File: src/rtl/sim_status_pkg.sv
// Shared definitions for the simulation status port: register offsets,
// FSM state encoding and STATUS register bit positions.
package sim_status_pkg;

  // Word offsets inside the 16-byte register window (mem_addr[3:2])
  localparam logic [1:0] OFS_TOHOST  = 2'd0;
  localparam logic [1:0] OFS_CONSOLE = 2'd1;
  localparam logic [1:0] OFS_CYCLE   = 2'd2;
  localparam logic [1:0] OFS_STATUS  = 2'd3;

  // Run state: RUN until the program finishes or the watchdog fires
  typedef enum logic [1:0] {
    ST_RUN     = 2'd0,
    ST_PASS    = 2'd1,
    ST_FAIL    = 2'd2,
    ST_TIMEOUT = 2'd3
  } state_t;

  // STATUS register bit positions
  localparam int STATUS_DONE_BIT    = 0;
  localparam int STATUS_PASS_BIT    = 1;
  localparam int STATUS_TIMEOUT_BIT = 2;

  // Pack the sticky result flags into the STATUS read word
  function automatic logic [31:0] status_word(input logic done,
                                              input logic pass,
                                              input logic timeout);
    logic [31:0] w;
    w = '0;
    w[STATUS_DONE_BIT]    = done;
    w[STATUS_PASS_BIT]    = pass;
    w[STATUS_TIMEOUT_BIT] = timeout;
    return w;
  endfunction

endpackage

File: src/rtl/sim_watchdog_counter.sv
// Free-running 32-bit cycle counter with a freeze enable and a terminal-count
// flag that marks the last cycle before the watchdog limit. A limit of 0
// disables the terminal count entirely.
module sim_watchdog_counter #(
  parameter int unsigned TIMEOUT_CYCLES = 1000
) (
  input  logic        clk,
  input  logic        rst,
  input  logic        en,
  output logic [31:0] cnt,
  output logic        tc
);

  localparam logic [31:0] TC_VAL = 32'(TIMEOUT_CYCLES - 32'd1);

  // Count while enabled; wraps silently at 2^32-1
  always_ff @(posedge clk) begin
    if (!rst) begin
      cnt <= '0;
    end else if (en) begin
      cnt <= cnt + 32'd1;
    end
  end

  assign tc = (TIMEOUT_CYCLES != 32'd0) && (cnt == TC_VAL);

endmodule

File: src/rtl/sim_status_port.sv
// Memory-mapped simulation status responder. The program under test writes
// TOHOST to finish (pass/fail with exit code) and CONSOLE to emit bytes; the
// bench watches done/pass/timeout. A watchdog ends hung runs.
// Optional feature: define SIM_STATUS_INSTRET_EN to add an instret_inc input
// and a retired-instruction counter readable at the TOHOST offset.
module sim_status_port
  import sim_status_pkg::*;
#(
  parameter logic [31:0] BASE_ADDR      = 32'h0000_0F00,
  parameter int unsigned TIMEOUT_CYCLES = 1000
) (
  input  logic        clk,
  input  logic        rst,
  input  logic        mem_we,
  input  logic [31:0] mem_addr,
  input  logic [31:0] mem_wdata,
`ifdef SIM_STATUS_INSTRET_EN
  input  logic        instret_inc,
`endif
  output logic [31:0] mem_rdata,
  output logic        sel,
  output logic        done,
  output logic        pass,
  output logic        timeout,
  output logic [30:0] exit_code,
  output logic        char_valid,
  output logic [7:0]  char_data
);

  state_t      state;
  state_t      state_nxt;
  logic [1:0]  ofs;
  logic        wr_hit;
  logic        tohost_fin;
  logic        console_wr;
  logic        cnt_en;
  logic        wdog_tc;
  logic [31:0] cycle_cnt;
  logic [31:0] tohost_rd;
  logic        unused_addr_bits;

  // Byte lanes inside a word are not decoded
  assign unused_addr_bits = ^mem_addr[1:0];

  assign sel    = (mem_addr[31:4] == BASE_ADDR[31:4]);
  assign ofs    = mem_addr[3:2];
  assign wr_hit = sel && mem_we;

  // Writes only take effect while the program is still running
  assign tohost_fin = wr_hit && (ofs == OFS_TOHOST) && (state == ST_RUN) && mem_wdata[0];
  assign console_wr = wr_hit && (ofs == OFS_CONSOLE) && (state == ST_RUN);

  // The counter advances only on edges that leave the block in RUN, so it
  // freezes at the value seen in the finishing cycle
  assign cnt_en = (state == ST_RUN) && (state_nxt == ST_RUN);

  sim_watchdog_counter #(
    .TIMEOUT_CYCLES(TIMEOUT_CYCLES)
  ) u_wdog (
    .clk (clk),
    .rst (rst),
    .en  (cnt_en),
    .cnt (cycle_cnt),
    .tc  (wdog_tc)
  );

  // Next-state: a finishing TOHOST write takes priority over the watchdog
  always_comb begin
    state_nxt = state;
    case (state)
      ST_RUN: begin
        if (tohost_fin) begin
          state_nxt = (mem_wdata[31:1] == 31'd0) ? ST_PASS : ST_FAIL;
        end else if (wdog_tc) begin
          state_nxt = ST_TIMEOUT;
        end
      end
      default: state_nxt = state;
    endcase
  end

  // State register; DONE states hold until reset
  always_ff @(posedge clk) begin
    if (!rst) begin
      state <= ST_RUN;
    end else begin
      state <= state_nxt;
    end
  end

  // Registered result flags and exit code, updated on the finishing edge
  always_ff @(posedge clk) begin
    if (!rst) begin
      done      <= 1'b0;
      pass      <= 1'b0;
      timeout   <= 1'b0;
      exit_code <= '0;
    end else begin
      done    <= (state_nxt != ST_RUN);
      pass    <= (state_nxt == ST_PASS);
      timeout <= (state_nxt == ST_TIMEOUT);
      if (tohost_fin) begin
        exit_code <= mem_wdata[31:1];
      end
    end
  end

  // Console byte latch and single-cycle strobe
  always_ff @(posedge clk) begin
    if (!rst) begin
      char_valid <= 1'b0;
      char_data  <= '0;
    end else begin
      char_valid <= console_wr;
      if (console_wr) begin
        char_data <= mem_wdata[7:0];
      end
    end
  end

`ifdef SIM_STATUS_INSTRET_EN
  logic [31:0] instret_cnt;

  // Retired-instruction count, frozen once the run has finished
  always_ff @(posedge clk) begin
    if (!rst) begin
      instret_cnt <= '0;
    end else if ((state == ST_RUN) && instret_inc) begin
      instret_cnt <= instret_cnt + 32'd1;
    end
  end

  assign tohost_rd = instret_cnt;
`else
  assign tohost_rd = '0;
`endif

  // Combinational read decode; unselected addresses read as zero
  always_comb begin
    mem_rdata = '0;
    if (sel) begin
      case (ofs)
        OFS_TOHOST:  mem_rdata = tohost_rd;
        OFS_CONSOLE: mem_rdata = '0;
        OFS_CYCLE:   mem_rdata = cycle_cnt;
        OFS_STATUS:  mem_rdata = status_word(done, pass, timeout);
        default:     mem_rdata = '0;
      endcase
    end
  end

endmodule

File: config.mk
export PLATFORM = sky130hd
export DESIGN_NAME = sim_status_port
export DESIGN_NICKNAME = d
export VERILOG_FILES = /design/src/rtl/sim_status_pkg.sv /design/src/rtl/sim_watchdog_counter.sv /design/src/rtl/sim_status_port.sv
export SDC_FILE = /design/constraint.sdc
export NUM_CORES = 1
export LEC_CHECK = 0
export BUFFER_PORTS_ARGS = -buffer_cell sky130_fd_sc_hd__buf_4
export CAP_MARGIN = 20
export CORE_UTILIZATION = 45
export DETAILED_ROUTE_END_ITERATION = 8
export MAX_ROUTING_LAYER = met4
export PLACE_DENSITY = 0.79
export SETUP_SLACK_MARGIN = 0.4
export SKIP_LAST_GASP = 1
export SLEW_MARGIN = 0
export SYNTH_ARGS = -nofsm -noshare
export SYNTH_HDL_FRONTEND = slang
export SYNTH_SLANG_ARGS = --single-unit
File: constraint.sdc
create_clock -name clk -period 2.1 [get_ports clk]
set_clock_uncertainty 0.2 [all_clocks]
set_input_delay 0.315 -clock clk [delete_from_list [all_inputs] [get_ports clk]]
set_output_delay 0.315 -clock clk [all_outputs]
set_load 0.02 [all_outputs]
## Yosys cells after proc, flatten, opt, wreduce, memory -nomap -nowiden

Cells that the tools add are included.

| operators by class | value |
|---|---|
| add/subtract/negate cells | 1 |
| equality and inequality tests | 7 |
| multiplexer cells | 6 |
| reductions and logical operators | 13 |

Operators with widths:

| operator | number |
|---|---|
| $pmux W32 S3 | 1 |
| $add A32 B1 Y32 const B | 1 |
| $eq A32 B10 Y1 const B | 1 |
| $mux W32 | 1 |
| $logic_not A31 Y1 | 1 |
| $eq A28 B8 Y1 const B | 1 |
| $mux W2 | 4 |
| $logic_and A1 B1 Y1 | 7 |
| $eq A2 B2 Y1 const B | 3 |
| $logic_not A2 Y1 | 3 |
| $eq A2 B1 Y1 const B | 2 |
| $reduce_bool A2 Y1 | 1 |
| $reduce_or A2 Y1 | 1 |

| word-level totals | value |
|---|---|
| bits in registers | 77 |
| input port bits | 67 |

## Logic depth before layout (Yosys ltp)

Gate-level depths: netlist of the first run.

| logic depth | value |
|---|---|
| depth after elaboration | 9 |
| mapped depth | 9 |
| gate-level depth less buffers | 6 |

## Cells and area by module

Synthesis of the first run repeated with hierarchy kept, for this count alone.

| unflattened totals | value |
|---|---|
| cells, all modules | 447 |
| area, all modules | 3,782.4 µm² |

Modules (own cells, without submodules):

| module | times used | cells an instance | area each (µm²) | seq. area each (µm²) |
|---|---|---|---|---|
| sim_status_port | 1 | 256 | 2,133.3 | 900.9 |
| sim_watchdog_counter | 1 | 191 | 1,649.1 | 640.6 |

## Worst setup path before layout of the first run

OpenSTA, ideal clock, no wires.

| timing | value |
|---|---|
| kind | input to output |
| start | input port mem_addr[20] |
| end | output port mem_rdata[10] |
| data arrival time | 1.882 ns |
| data required time | 1.585 ns |
| path slack | -0.297 ns |
| stages | 7 |
| cells stage by stage | nor4_1 nand3_1 or3_1 buf_2 nor2_4 buf_6 and2_1 |

| between the ends | value |
|---|---|
| cells in the longest elaborated chain, start to end | 2 |

Ends and longest elaborated chain:

| element | line | RTL |
|---|---|---|
| from (decl) | sim_status_port.sv:15 | `input logic [31:0] mem_addr,` |
| $eq A28 B8 Y1 | sim_status_port.sv:45 | `assign sel = (mem_addr[31:4] == BASE_ADDR[31:4]);` |
| $mux W32 | sim_status_port.sv:141 | `if (sel) begin` |
| to (decl) | sim_status_port.sv:20 | `output logic [31:0] mem_rdata,` |

No other way between the ends.

## Worst setup path in the final report of the first run

| timing | value |
|---|---|
| start | input port mem_addr[20] |
| end | output port mem_rdata[15] |

Same word-level chain as after synthesis.

==> flow_summary.yaml, run 1 <==
status:
  status: "complete, but fails checks"
  violations: "hold timing, setup timing"
drt:
  postRouteWirelength_um: 19600
  wl_per_cell_um: 25.4
  via_per_inst: 6.52
  drt-initial-drc-count: 395
  route.detailed.drc: 0
  ant_nets: 0
  vias: 5046
  firstDrtPassIters: 7
clocking:
  clkSinkCount: 77
  root_buffer: "clkbuf_8"
  clock_latency_ns: 0.37
  cts_tree: "done"
  hold_buffers: 0
  h-tree-depth: 3
  clk_pin_slew_ns: 0.10
  cts_buffers: 9
  clock_path_buffers: 2
power_and_ir_drop:
  share_comb_of_total_power_pct: 8.9
  p_total_uw: 2970
  power_leakage_uw: 0.00295
  p_clk_share_pct: 41.6
  power.share.switching_pct: 27.8
  power.density_mw_per_mm2: 401
  p_int_uw: 2140
  p_sw_uw: 827
  ir_worst_vdd_v: 0.000384
  seq_power_share_pct: 49.5
finish:
  final_nets: 732
  syn_to_final_growth_pct: 93.8
  fin_area_mm2: 0.00741
  antenna_cells: 0
  final_layout_size_suffix_gt1_share_pct: 67.4
  seq_area_mm2: 0.00156
  fin_cells: 774
  multi_input_area_mm2: 0.00337
  fillCellCount: 301
placed_design:
  gp_congestion: 0.838
  dp_cells: 717
  dp_hpwl_um: 7970
  place_ws_ns: -0.310
  place_area_mm2: 0.00551
  numPortBuffers: 140
flow_run:
  maxCapViolations: 0
timing:
  min_period_ns: 2.47
  finalHoldWorstSlack_ns: -0.0110
  final-setup-viol-count: 102
  rsz0062_at_grt: "true"
  fmax_mhz: 405
  relSlewSlack_pct: 61.4
  slew_viol_final: 0
  hold_viol: 3
  tns_ns: -23.97
  min_period_over_period_pct: 118
  tightest_slew_ns: 0.577
  setup_slack_ns: -0.369
synth:
  yosysTopAreaCell: "dfxtp_1"
  synth.avg_cell_area_um2: 8.24
  synth_seq_area_share_pct: 40.3
  syn-cell-area_mm2: 0.00382
  syn_inst: 464
  synth_top_cell_area_share_pct: 40.3
  yosys-top-cells-area: "dfxtp_1 40%, nand2_1 9.3%, a21oi_1 6.0%, mux2i_1 5.8%, and2_1 4.6%"
  ys_ff_latch: 77
  synth_warnings: 0
  ys_types: 40
  syn_nets: 532
global_route:
  grt_max_degree: 39
  grt_pass1_vias: 4663
  grt_usage_pct: 35.1
  grt_overflow_total: 0
  antenna_found_initial: 0
  grt_pass1_wl_um: 23200
worst_setup_path:
  reg2reg_slack_ns: -0.27
  critPathKind: "in -> out"
  arrival_ns: 1.95
  cp-end-kind: "output port"
  crit_required_ns: 1.58
  cp_max_fo: 27
  start_kind: "input port"
die:
  ios: 143
  coreArea_mm2: 0.00822
  std_cell_rows: 33
  die_w_um: 94.2
  dieHeight_um: 94.2
  initial_core_util_pct: 46.5
  dieArea_mm2: 0.00887
hold_path:
  hp-class: "in -> reg"
-- critical path, cell delays in order --
cell	delay (ns)
buf_6	0.10
nor4_4	0.29
nand3_2	0.14
or3_4	0.45
nor2_4	0.15
buf_12	0.18
and2_4	0.17
buf_4	0.14
-- timing repair --
item	CTS	global route
setup endpoints to repair	108	110
setup buffers	27	3
gates cloned	10	1
pin swaps	82	77
gates resized for setup	159	127
-- power groups by stage --
stage	logic [µW]	registers, µW	clock network, µW
after floorplan	65.9	1500	0
after global placement	197	1500	0
after detailed placement	202	1500	0
after CTS	220	1470	1170
after global routing	273	1470	1270
final	265	1470	1230
-- cells in the mapped netlist --
cell type / number
nor3b_1: 1
a211oi_1: 1
nand3_1: 13
buf_6: 7
buf_4: 5
inv_1: 5
o31ai_1: 8
or3_1: 8
nor4bb_1: 1
and3_1: 3
nor3_1: 7
o221ai_1: 1
or4_1: 10
nand4_2: 1
and4_1: 1
nor4b_1: 4
nor2_1: 19
nand4_1: 8
dfxtp_1: 77
a211oi_2: 1
ha_1: 1
o21ai_0: 5
mux2i_1: 22
nor2_4: 1
nor4_1: 23
and4b_1: 1
nor4b_2: 2
clkbuf_1: 16
o311ai_0: 8
a21oi_1: 46
nand2_4: 1
nand2b_1: 17
buf_2: 3
and2_1: 28
and4_2: 1
o41ai_1: 8
nor3_4: 2
nor4_2: 1
nand2_1: 95
nand3b_1: 2
-- cell type report --
class / count / share of cell area (%)
multi-input cells: 351 / 45.5
repair buffers: 220 / 28.8
flip-flops and latches: 77 / 21.0
well taps: 105 / 1.77
clock buffers: 10 / 1.72
clock inverters: 6 / 0.963
inverters: 5 / 0.253
-- final timing paths --
check,depth (start not counted),from,endpoint
max,8,mem_addr[20],mem_rdata[15]
max reg2reg,10,state[0]$_SDFF_PN0_,u_wdog.cnt[28]$_SDFFE_PN0P_
min reg2reg,2,exit_code[19]$_SDFFE_PN0P_,exit_code[19]$_SDFFE_PN0P_
min,3,mem_wdata[13],exit_code[12]$_SDFFE_PN0P_
-- layout by cell type (no fill, tap or decap), types with 10 or more instances in the layout --
master / n
dfxtp_1: 68
a21oi_2: 40
mux2i_1: 20
buf_6: 29
nand2b_1: 17
nor4_1: 13
nor2_1: 13
nor4_4: 11
nand2_4: 54
nand2_1: 32
and2_4: 20
buf_4: 165
buf_16: 10
-- state kept, by name, summed over array words and instances (netlist names) --
signal,flops
char_valid,1
timeout,1
exit_code,31
u_wdog.cnt,32
pass,1
char_data,8
state,2
done,1
-- cells by family after synthesis --
group,count (synthesis),share of synthesized area [%]
AND/OR/NAND/NOR,250,35.4
AO/OA/AOI/OAI,78,12.7
flip-flops,77,40.3
buffers and inverters,36,5.50
multiplexers,22,5.76
adder cells (fa/ha/maj),1,0.327
-- per-stage QoR --
stage               hold WS, ns  utilization, %
floorplan                 0.251               -
global placement          0.240            67.1
detailed placement        0.247            67.1
CTS                     0.00813            83.0
global route           -0.00692            90.2
finish                  -0.0110            90.2
-- routing by layer --
layer	GRT usage, %	share of wire, %	up-vias
li1	-	-	2075
met1	41.1	35	2414
met2	58.6	50	414
met3	5.02	8.7	143
met4	17.7	6.8	0
met5	-	0	-
No activity file was read; power rests on OpenSTA's default activity.
==> inputs of run 2 (changes only) <==
- CORE_ASPECT_RATIO: unset -> 0.8
==> run 2 against run 1 <==
The flow finishes with violations (setup timing). Flip-flop and latch count unchanged. Utilization down 4.0 points. Fmax up 3.8%. Via count down 7.9%. Worst hold slack better by 0.027 ns. Non-clock buffer count down 3. Combinational power down 11%. Largest cell class unchanged. Largest power group unchanged. Highest routed layer unchanged.
==> flow_summary.yaml, run 2 (synthesis gave the netlist of run 1 again) <==
status:
  status: "complete, but fails checks"
  violations: "setup timing"
worst_setup_path:
  crit_required_ns: 1.58
  start_kind: "input port"
  path_cells: "buf_6 > nor4_4 > nand4_4 > or3_4 > nor2_4 > buf_12 > and2_4 > buf_4"
  cp_max_fo: 27
  crit_slowest_cell: "or3_4"
  critPathKind: "in -> out"
  crit_path_max_incr_delay_ns: 0.38
  cp-end-kind: "output port"
  arrival_ns: 1.86
clocking:
  hold_buffers: 0
  root_buffer: "clkbuf_8"
  cts_buffers: 9
  clkSinkCount: 77
  clock_latency_ns: 0.35
  clk_pin_slew_ns: 0.08
  clock_path_buffers: 2
  h-tree-depth: 3
  cts_tree: "done"
drt:
  wl_per_cell_um: 19.5
  firstDrtPassIters: 5
  vias: 4645
  route.detailed.drc: 0
  postRouteWirelength_um: 15100
  drt-initial-drc-count: 305
  via_per_inst: 6.00
  ant_nets: 0
finish:
  syn_to_final_growth_pct: 82.4
  utilization_pct: 86.2
  antenna_cells: 0
  mostFrequentLayoutCell: "buf_4"
  top_register: "u_wdog.cnt"
  fin_cells: 774
  final_nets: 729
  largestRegisters: "u_wdog.cnt (32), exit_code (31), char_data (8)"
  final_layout_size_suffix_gt1_share_pct: 59.0
  largest_reg_flops: 32
  final_cell_mix: "163 x buf_4, 78 x nand2_1, 63 x dfxtp_1"
global_route:
  grt_usage_pct: 32.0
  antenna_found_initial: 0
  grt_overflow_total: 0
  grt_max_degree: 39
  grt_pass1_vias: 4353
  grt_pass1_wl_um: 21800
flow_run:
  maxCapViolations: 0
placed_design:
  gp_congestion: 0.901
  numPortBuffers: 140
  place_ws_ns: -0.334
  dp_cells: 722
  dp_hpwl_um: 8460
die:
  std_cell_rows: 29
  initial_core_util_pct: 47.2
  die_w_um: 105
  coreArea_mm2: 0.00809
  dieHeight_um: 84.4
  dieArea_mm2: 0.00887
  ios: 143
timing:
  relSlewSlack_pct: 68.7
  min_period_ns: 2.38
  tns_ns: -9.75
  fmax_mhz: 421
  hold_viol: 0
  tightest_slew_ns: 0.467
  setup_slack_ns: -0.277
  slew_viol_final: 0
  final-setup-viol-count: 72
  min_period_over_period_pct: 113
  rsz0062_at_grt: "true"
power_and_ir_drop:
  power_leakage_uw: 0.00273
  ir_worst_vdd_v: 0.000382
  power.density_mw_per_mm2: 417
hold_path:
  hp-class: "in -> reg"
## run 2: changes by cell type in the layout (fill, tap and decap cells not counted), moves of 3 or more
cell	before	now
nand2_4	54	5
nand2_1	32	78
a21oi_1	5	15
a21oi_2	40	31
buf_12	8	16
buf_6	29	23
dfxtp_1	68	63
dfxtp_2	7	11
nand2_2	9	12
nor4_1	13	10
nor4_2	0	3
o311ai_4	6	3
## run 2: cell type report
cell class | count | area [µm²]
fill | 393 | 1120
tap | 108 | 135
sequential | 77 | 1570
clock buffer | 11 | 151
timing repair buffer | 217 | 2150
inverter | 5 | 18.8
clock inverter | 5 | 56.3
multi-input combinational | 351 | 2890
## run 2: worst paths after layout
path                                           startpoint                         end  slack, ns  cells after the start
worst min-delay path                        mem_wdata[28]  exit_code[27]$_SDFFE_PN0P_       0.02                      3
worst max register to register        state[0]$_SDFF_PN0_  exit_code[29]$_SDFFE_PN0P_      -0.09                     10
worst min register to register  exit_code[0]$_SDFFE_PN0P_   exit_code[0]$_SDFFE_PN0P_       0.26                      2
worst max-delay path                         mem_addr[14]               mem_rdata[28]      -0.28                      8
## run 2: what timing repair did
action,in CTS,in global routing
cloned,9,0
resized for setup,100,65
setup endpoints to repair,107,109
setup buffers,22,5
pin swaps,40,23
## run 2: report_power, final
group          total (µW)  internal, µW  switching, µW  leakage, µW
logic                 237           118            119      0.00200
registers            1470          1460           7.59     0.000628
clock network        1200           615            584     0.000106
total                2910          2190            711      0.00273
## run 2: metrics by stage
| stage | instance area (µm²) | hold slack [ns] | power (µW) |
|---|---|---|---|
| after floorplan | 4230 | 0.251 | 1570 |
| after global placement | 5570 | 0.239 | 1700 |
| after detailed placement | 5570 | 0.243 | 1710 |
| after CTS | 6670 | 0.0166 | 2880 |
| after global routing | 6970 | 0.000880 | 2990 |
| final | 6970 | 0.0156 | 2910 |
## run 2: per-layer routing
layer  vias to the layer above  track usage (%)  wire [µm]
li1                       2077                -          -
met1                      2235             39.3       5960
met2                       285             52.4       7580
met3                        48             5.67       1100
met4                         0             12.8        416
met5                         -                -          0
## run 2: critical path: cells and delay by family
kind | cells | cell delay (ns)
buf+inv | 3 | 0.40
simple gates | 5 | 1.13
